**config.mk**
```make
export PLATFORM = sky130hd
export DESIGN_NAME = pipeline_stall_ctrl
export DESIGN_NICKNAME = d
export VERILOG_FILES = /design/src/rtl/pipe_ctrl_pkg.sv /design/src/rtl/sat_counter.sv /design/src/rtl/pipeline_stall_ctrl.sv
export SDC_FILE = /design/constraint.sdc
export NUM_CORES = 1
export LEC_CHECK = 0
export ABC_CLOCK_PERIOD_IN_PS = 1800
export BUFFER_PORTS_ARGS = -buffer_cell sky130_fd_sc_hd__buf_2
export CELL_PAD_IN_SITES_DETAIL_PLACEMENT = 0
export CELL_PAD_IN_SITES_GLOBAL_PLACEMENT = 2
export CORE_MARGIN = 5
export CORE_UTILIZATION = 25
export CTS_CLUSTER_SIZE = 25
export DETAILED_ROUTE_END_ITERATION = 6
export GPL_TIMING_DRIVEN = 0
export PLACE_DENSITY_LB_ADDON = 0.08
export SLEW_MARGIN = 20
export SYNTH_ARGS = -nofsm -noshare
export SYNTH_HDL_FRONTEND = slang
export SYNTH_HIERARCHICAL = 1
export SYNTH_SLANG_ARGS = --single-unit
```
**constraint.sdc**
```tcl
create_clock -name clock -period 1.8 [get_ports clock]
set_input_delay 0.18 -clock clock [delete_from_list [all_inputs] [get_ports clock]]
set_output_delay 0.18 -clock clock [all_outputs]
set_load 0.03 [all_outputs]
```
**src/rtl/pipe_ctrl_pkg.sv**
```systemverilog
// Shared types and defaults for the pipeline stall/flush controller.
package pipe_ctrl_pkg;

  typedef enum logic [1:0] {
    RUN    = 2'd0,
    STALL  = 2'd1,
    FLUSH  = 2'd2,
    FROZEN = 2'd3
  } state_t;

  localparam int unsigned FLUSH_CYCLES_DEF = 1;
  localparam int unsigned MAX_STALL_DEF    = 3;
  localparam int unsigned STALL_CNT_W      = 3;
  localparam int unsigned FLUSH_CNT_W      = 2;

  typedef struct packed {
    logic pc_write;
    logic if_id_hold;
    logic if_id_flush;
    logic id_ex_ctrl_flush;
    logic id_ex_hold;
  } ctrl_t;

  localparam ctrl_t CTRL_RUN   = '{pc_write: 1'b1, if_id_hold: 1'b0, if_id_flush: 1'b0,
                                   id_ex_ctrl_flush: 1'b0, id_ex_hold: 1'b0};
  localparam ctrl_t CTRL_STALL = '{pc_write: 1'b0, if_id_hold: 1'b1, if_id_flush: 1'b0,
                                   id_ex_ctrl_flush: 1'b1, id_ex_hold: 1'b0};
  localparam ctrl_t CTRL_BR    = '{pc_write: 1'b1, if_id_hold: 1'b0, if_id_flush: 1'b1,
                                   id_ex_ctrl_flush: 1'b1, id_ex_hold: 1'b0};
  localparam ctrl_t CTRL_FL    = '{pc_write: 1'b1, if_id_hold: 1'b0, if_id_flush: 1'b1,
                                   id_ex_ctrl_flush: 1'b0, id_ex_hold: 1'b0};
  localparam ctrl_t CTRL_FRZ   = '{pc_write: 1'b0, if_id_hold: 1'b1, if_id_flush: 1'b0,
                                   id_ex_ctrl_flush: 1'b0, id_ex_hold: 1'b1};

endpackage

```
**src/rtl/sat_counter.sv**
```systemverilog
// Width-parameterised saturating up-counter with synchronous clear (priority) and enable.
module sat_counter #(
  parameter int unsigned W = 3
) (
  input  logic         clk,
  input  logic         rst_n,
  input  logic         clr_i,
  input  logic         en_i,
  output logic [W-1:0] count_o
);

  logic [W-1:0] count_q, count_d;

  always_comb begin
    count_d = count_q;
    if (clr_i) begin
      count_d = '0;
    end else if (en_i && (count_q != {W{1'b1}})) begin
      count_d = count_q + W'(1);
    end
  end

  always_ff @(posedge clk or negedge rst_n) begin
    if (!rst_n) begin
      count_q <= '0;
    end else begin
      count_q <= count_d;
    end
  end

  assign count_o = count_q;

endmodule

```
**src/rtl/pipeline_stall_ctrl.sv**
```systemverilog
// Hazard-stall / branch-flush / freeze controller with Mealy control outputs.
// Define STALL_STATS_EN to add the stall_cycles / flush_events statistics outputs.
module pipeline_stall_ctrl
  import pipe_ctrl_pkg::*;
#(
  parameter int unsigned FLUSH_CYCLES = FLUSH_CYCLES_DEF,
  parameter int unsigned MAX_STALL    = MAX_STALL_DEF
) (
  input  logic        clock,
  input  logic        reset,
  input  logic        hasHazard,
  input  logic        branch_taken,
  input  logic        freeze,
  output logic        PCWrite,
  output logic        IF_ID_Hold,
  output logic        IF_ID_Flush,
  output logic        ID_EX_CtrlFlush,
  output logic        ID_EX_Hold,
  output logic        stall_timeout,
  output logic [1:0]  state
`ifdef STALL_STATS_EN
  ,
  output logic [15:0] stall_cycles,
  output logic [15:0] flush_events
`endif
);

  localparam logic [FLUSH_CNT_W-1:0] FLUSH_LAST  = FLUSH_CNT_W'(FLUSH_CYCLES - 2);
  localparam logic [STALL_CNT_W-1:0] STALL_LIMIT = STALL_CNT_W'(MAX_STALL);

  state_t                  state_q, state_d, saved_q, saved_d, eff_state;
  logic                    timeout_q, timeout_d;
  logic                    stall_clr, stall_en, flush_clr, flush_en;
  logic [STALL_CNT_W-1:0]  stall_cnt;
  logic [FLUSH_CNT_W-1:0]  flush_cnt;
  ctrl_t                   ctrl;

  sat_counter #(.W(STALL_CNT_W)) u_stall_cnt (
    .clk     (clock),
    .rst_n   (reset),
    .clr_i   (stall_clr),
    .en_i    (stall_en),
    .count_o (stall_cnt)
  );

  // Counts FLUSH-state cycles already spent since the last taken branch.
  sat_counter #(.W(FLUSH_CNT_W)) u_flush_cnt (
    .clk     (clock),
    .rst_n   (reset),
    .clr_i   (flush_clr),
    .en_i    (flush_en),
    .count_o (flush_cnt)
  );

  // On the first unfrozen cycle the saved state takes over as if never frozen.
  assign eff_state = (state_q == FROZEN) ? saved_q : state_q;

  always_comb begin
    ctrl      = CTRL_RUN;
    state_d   = state_q;
    saved_d   = saved_q;
    timeout_d = timeout_q;
    stall_clr = 1'b0;
    stall_en  = 1'b0;
    flush_clr = 1'b0;
    flush_en  = 1'b0;
    if (freeze) begin
      ctrl    = CTRL_FRZ;
      state_d = FROZEN;
      if (state_q != FROZEN) begin
        saved_d = state_q;
      end
    end else if (branch_taken) begin
      ctrl      = CTRL_BR;
      stall_clr = 1'b1;
      flush_clr = 1'b1;
      state_d   = (FLUSH_CYCLES > 1) ? FLUSH : RUN;
    end else if (eff_state == FLUSH) begin
      ctrl      = CTRL_FL;
      stall_clr = 1'b1;
      if (flush_cnt == FLUSH_LAST) begin
        flush_clr = 1'b1;
        state_d   = RUN;
      end else begin
        flush_en = 1'b1;
        state_d  = FLUSH;
      end
    end else if (hasHazard) begin
      ctrl     = CTRL_STALL;
      stall_en = 1'b1;
      state_d  = STALL;
      if (stall_cnt >= STALL_LIMIT) begin
        timeout_d = 1'b1;
      end
    end else begin
      stall_clr = 1'b1;
      state_d   = RUN;
    end
    if (!reset) begin
      ctrl = CTRL_RUN;
    end
  end

  always_ff @(posedge clock or negedge reset) begin
    if (!reset) begin
      state_q   <= RUN;
      saved_q   <= RUN;
      timeout_q <= 1'b0;
    end else begin
      state_q   <= state_d;
      saved_q   <= saved_d;
      timeout_q <= timeout_d;
    end
  end

  assign PCWrite         = ctrl.pc_write;
  assign IF_ID_Hold      = ctrl.if_id_hold;
  assign IF_ID_Flush     = ctrl.if_id_flush;
  assign ID_EX_CtrlFlush = ctrl.id_ex_ctrl_flush;
  assign ID_EX_Hold      = ctrl.id_ex_hold;
  assign stall_timeout   = timeout_q;
  assign state           = 2'(state_q);

`ifdef STALL_STATS_EN
  logic [15:0] stall_cycles_q, flush_events_q;

  // A control-flush without IF/ID flush is a hazard stall; with it, a taken branch.
  always_ff @(posedge clock or negedge reset) begin
    if (!reset) begin
      stall_cycles_q <= 16'd0;
      flush_events_q <= 16'd0;
    end else if (ctrl.id_ex_ctrl_flush) begin
      if (ctrl.if_id_flush) begin
        flush_events_q <= flush_events_q + 16'd1;
      end else begin
        stall_cycles_q <= stall_cycles_q + 16'd1;
      end
    end
  end

  assign stall_cycles = stall_cycles_q;
  assign flush_events = flush_events_q;
`endif

endmodule
```
Word level (Yosys, flattened, before mapping)
Cells that the tools add are included.
{"block": "word_totals", "register_bits": 10, "in_bits": 5, "output_inout_bits": 8}
{"block": "op_classes", "addsub": 2, "order_cmp": 1, "eq_ne": 6, "muxes": 31, "bitwise_logic": 3, "reduce_logical": 6}
{"operator": "2-to-1 mux 5 bit", "n": 5}
{"operator": "2-to-1 mux 1 bit", "n": 17}
{"operator": "2-to-1 mux 2 bit", "n": 7}
{"operator": "equality test 2 bit, second input constant", "n": 3}
{"operator": "2-to-1 mux 3 bit", "n": 2}
{"operator": "AND reduction 5 bit", "n": 1}
{"operator": "!= test 2 bit, second input constant", "n": 2}
{"operator": "nonzero test 2 bit", "n": 2}
{"operator": "adder 3 x 1 -> 3 bit, second input constant", "n": 1}
{"operator": "greater-or-equal comparator 3 x 2 -> 1 bit, second input constant", "n": 1}
{"operator": "!= test 3 bit, second input constant", "n": 1}
{"operator": "NOT 1 bit", "n": 3}
{"operator": "adder 2 x 1 -> 2 bit, second input constant", "n": 1}
{"operator": "logical AND 1 bit", "n": 2}
{"operator": "AND reduction 2 bit", "n": 1}

Depth between registers and ports, before layout
{"block": "depth", "depth_word": 9, "mapped_depth": 5}

By module
The synthesis kept the hierarchy.
{"module": "pipeline_stall_ctrl", "instances": 1, "cells_each": 38, "area_each_um2": 339.1, "seq_area_each_um2": 125.1}
{"module": "sat_counter (u_stall_cnt)", "instances": 1, "cells_each": 15, "area_each_um2": 183.9, "seq_area_each_um2": 75.1}
{"module": "sat_counter (u_flush_cnt)", "instances": 1, "cells_each": 10, "area_each_um2": 123.9, "seq_area_each_um2": 50.0}

Least setup slack after synthesis
No wires, ideal clock.
{"block": "synth_timing", "kind": "register -> output", "start": "register state_q[0] (netlist: state[0])", "end": "output IF_ID_Hold", "arrival_time_ps": 1623, "required_ps": 1620, "setup_slack_ps": -3, "stages_incl_launch_ff": 4, "path_buffers": 0, "path_cell_list": "dfrtp_1 inv_2 o21a_4 o31ai_1"}
{"block": "synth_between", "elab_chain_len": 7}
{"element": "start: declaration", "line_no": "pipeline_stall_ctrl.sv:31", "text": "state_t state_q, state_d, saved_q, saved_d, eff_state;"}
{"element": "start signal: assignment", "line_no": "pipeline_stall_ctrl.sv:110", "text": "state_q <= state_d;"}
{"element": "equality test 2 bit", "line_no": "pipeline_stall_ctrl.sv:56", "text": "assign eff_state = (state_q == FROZEN) ? saved_q : state_q;"}
{"element": "2-to-1 mux 2 bit *", "line_no": "pipeline_stall_ctrl.sv:56"}
{"element": "equality test 2 bit *", "line_no": "pipeline_stall_ctrl.sv:78", "text": "end else if (eff_state == FLUSH) begin"}
{"element": "2-to-1 mux 5 bit *", "line_no": "pipeline_stall_ctrl.sv:78"}
{"element": "2-to-1 mux 5 bit *", "line_no": "pipeline_stall_ctrl.sv:73", "text": "end else if (branch_taken) begin"}
{"element": "2-to-1 mux 5 bit *", "line_no": "pipeline_stall_ctrl.sv:67", "text": "if (freeze) begin"}
{"element": "2-to-1 mux 5 bit *", "line_no": "pipeline_stall_ctrl.sv:99", "text": "if (!reset) begin"}
{"element": "end: declaration", "line_no": "pipeline_stall_ctrl.sv:15", "text": "output logic IF_ID_Hold,"}
Mark *: on every way between the ends. The rest lies on a longest branch, timed or not.

Worst setup path in the final report
{"block": "layout_timing", "start": "register saved_q[1]", "end": "register u_stall_cnt.count_q[0] (netlist: u_stall_cnt/count_o[0])"}
{"block": "layout_between", "elab_chain_len": 7, "word_cells_on_any_way": 11, "cone_classes": "1 x eq/ne; 8 x mux; 2 x reduce/logical"}
{"element": "start: declaration", "line_no": "pipeline_stall_ctrl.sv:31"}
{"element": "start signal: assignment", "line_no": "pipeline_stall_ctrl.sv:111", "text": "saved_q <= saved_d;"}
{"element": "2-to-1 mux 2 bit", "line_no": "pipeline_stall_ctrl.sv:56"}
{"element": "equality test 2 bit", "line_no": "pipeline_stall_ctrl.sv:78"}
{"element": "2-to-1 mux 1 bit", "line_no": "pipeline_stall_ctrl.sv:78"}
{"element": "2-to-1 mux 1 bit", "line_no": "pipeline_stall_ctrl.sv:73"}
{"element": "2-to-1 mux 1 bit", "line_no": "pipeline_stall_ctrl.sv:67"}
{"element": "named net stall_en", "line_no": "pipeline_stall_ctrl.sv:33", "text": "logic stall_clr, stall_en, flush_clr, flush_en;"}
{"element": "logical AND 1 bit", "line_no": "sat_counter.sv:18", "text": "end else if (en_i && (count_q != {W{1'b1}})) begin"}
{"element": "nonzero test 2 bit (no source line)"}
{"element": "end signal: assignment", "line_no": "sat_counter.sv:27", "text": "count_q <= count_d;"}
{"element": "end: declaration", "line_no": "sat_counter.sv:12", "text": "logic [W-1:0] count_q, count_d;"}
The timed path passes the listed nets, and every way through them passes these cells.
A chain may end at the register's enable or synchronous reset.

==> results.txt <==
Outcome: complete, no violations
Number of max-cap violations: 0
CTS root buffer: clkbuf_4
Vias per cell: 4.56
Gr usage total: 0.0833
Top Usage Layer GRT: met2
Crit path from: saved_q[1]
Setup-failing EPs final: 0
Multiplexer share of the synthesized area: 0.0464
Syn Area/Cell: 10.3 um2
M2 GR Usage: 0.128
Crit path launch type: register
Seq pwr share: 0.428
Worst reg2reg path startpoint: saved_q[1]
Max VDD drop: 0.358 mV
Antenna viol nets, final: 0
Die height: 60.9 um
Final instance area: 805 um2
H-Tree Depth: 1
Fin. Hold Viols: 0
Crit end category: register
Logic gate share of total power: 0.242
Final Util: 0.325
Die Wd: 60.9 um
N_diodes: 0
Minimum clock period: 1.67 ns
Sw Pwr: 182 uW
Hold WC Path Type: in -> reg
PortBufs: 12
Final Cycle Share: 0.927
Placed cell areas: 749 um2
Initial antenna violation count: 0
Yosys cell types: 28
Bufs on Longest Clock Path: 2
Yosys Warn Count: 6
Mapped Nets: 71
Synth Area in Simple Gates: 0.304
Share of cells above drive strength 1: 0.350
Core area: 0.00248 mm2
Setup TNS: 0 ns
Worst-Skew Late Latency: 0.26 ns
Largest family of logic cells by synthesized area: simple AND/OR/NAND/NOR gates
Flops & latches, synth: 10
CP Data Arrival Time: 1.82 ns
Highest clock rate: 599 MHz
Slew Limit Fails: 0
Via Count: 502
Met3 Use GR: 0.0277
Area Overhead vs Synth: 24.4%
Reg-to-reg slack, setup: 0.13 ns
Post-synthesis sequential area ratio: 0.387
Wire length per cell: 12.4 um
Complex-gate fraction of the synthesized area: 0.180
DIE AREA: 0.00370 mm2
Slew of the pin with the lowest slew margin: 0.450 ns
Starting Density: 0.261
Placement row count: 18
Pwr dens: 759 mW/mm2
Gpl congestion: 0.656
Relative slew slack: 0.699
Pwr Total: 611 uW
Hold Startpoint: hasHazard
Mapped Cells: 63
Final WL: 1360 um
Adder-cell share of the synthesized area: 0.0580
Unrepaired setup endpoints after global routing: no
Initial drt markers: 7
Drt drc: 0
Clock slew at reported path FFs: 0.07 ns
CTS buffer count: 3
Clk sink count: 10
Detail Placement HPWL: 1060 um
Clk pwr share: 0.330
Vias in the first global route: 518
Hold slack: 0.253 ns
CTS tree: built
Crit path kind: reg -> reg
Largest net degree at the start of global routing: 11
Ports: 13
CP max FO: 5
CP Data Required Time: 1.95 ns
Sw Share: 0.298
Synthesized area: 647 um2
Xor/xnor share of the synthesized area: 0
Met1 global-route usage: 0.106
TritonRoute pass-1 iters: 2
P_int: 429 uW
Layout net count: 89
Static Leakage: 0.385 nW
Clk_skew: 0.000905 ns
Grt ovf: 0
First-pass GRT wire length: 2250 um
## cells in the final DEF, fill, tap and decap left out, types with 2 or more instances in the layout
master | netlist | routed
ha_1 | 3 | 3
buf_2 | 1 | 13
nor2b_1 | 5 | 5
nand2b_1 | 3 | 3
clkbuf_4 | 0 | 3
nor2b_4 | 3 | 3
dfrtp_1 | 10 | 10
a21oi_1 | 2 | 2
nor2_1 | 7 | 7
mux2_4 | 2 | 2
nand2_1 | 4 | 4
inv_1 | 2 | 2
nand4bb_1 | 3 | 3
o21ai_1 | 3 | 3
## cell families after synthesis
| logic type | Yosys count |
|---|---|
| muxes | 2 |
| DFF | 10 |
| AOI/OAI and AO/OA | 16 |
| adders and majority gates | 3 |
| and+or+nand+nor | 28 |
| buffers and inverters | 4 |
## registers in the layout, summed over array words and instances, names as in the netlist
name / count
saved_q: 2
u_flush_cnt/count_o: 2
stall_timeout: 1
u_stall_cnt/count_o: 3
state: 2
## per-layer routing
metal	vias up	part of all wire
met2	6	0.48
met1	236	0.47
met5	-	0
met4	0	0
li1	260	-
met3	0	0.051
## synthesized netlist by cell type, drive strengths merged
library cell | number | area, um2
dfrtp | 10 | 250
nor2b | 8 | 72.6
nor2 | 7 | 26.3
o21ai | 5 | 28.8
nand2 | 4 | 15.0
ha | 3 | 37.5
inv | 3 | 11.3
nand2b | 3 | 18.8
nand4bb | 3 | 33.8
a21oi | 2 | 10.0
mux2 | 2 | 30.0
a21boi | 1 | 7.51
a21o | 1 | 7.51
a31o | 1 | 8.76
a31oi | 1 | 6.26
a41o | 1 | 10.0
buf | 1 | 5.00
nand3b | 1 | 7.51
nor3b | 1 | 7.51
nor4b | 1 | 15.0
o21a | 1 | 15.0
o22ai | 1 | 6.26
o31a | 1 | 8.76
o31ai | 1 | 7.51
## worst max-delay path, cell delays in order, from the launching register on
cell and delay (ns):
dfrtp_1 0.38, nor2b_4 0.13, o21a_4 0.22, nor4b_4 0.27, nor2b_4 0.24, mux2_4 0.31
## metrics by stage
stage,worst slack [ns],instances
global placement,0.0514,105
floorplan,0.0567,63
detailed placement,0.0440,105
finish,0.132,110
global route,0.0689,110
CTS,0.0318,110
## final cells by class
cell class / instances / area, um2
plain buffers: 1 / 5.00
clock buffers: 4 / 36.3
fillers: 272 / 1670
inverters: 3 / 11.3
multi-input cells: 49 / 394
flip-flops and latches: 10 / 250
well taps: 30 / 37.5
repair buffers: 13 / 70.1
## path summary, 6_finish.rpt
path,depth (start not counted),endpoint
max,5,u_stall_cnt/count_o[0]
min,2,state[0]
max reg2reg,5,u_stall_cnt/count_o[0]
min reg2reg,1,stall_timeout
max in group asynchronous,2,saved_q[0]
min in group asynchronous,2,stall_timeout
## power groups by stage
stage          Combinational [mW]  Clock (mW)  Sequential (mW)
2_1_floorplan              0.0987           0            0.270
3_3_place_gp                0.145           0            0.266
3_5_place_dp                0.146           0            0.266
4_1_cts                     0.148       0.210            0.261
5_1_grt                     0.164       0.219            0.263
6_report                    0.148       0.201            0.261
## repair_timing
item | CTS | global route
endpoints found under the setup margin | 0 | 1
buffers inserted | 0 | 0
endpoints found under the hold margin | 10 | 0
hold buffers | 1 | 0
gates resized for setup | 0 | 1
(Power assumes the default switching activity.)
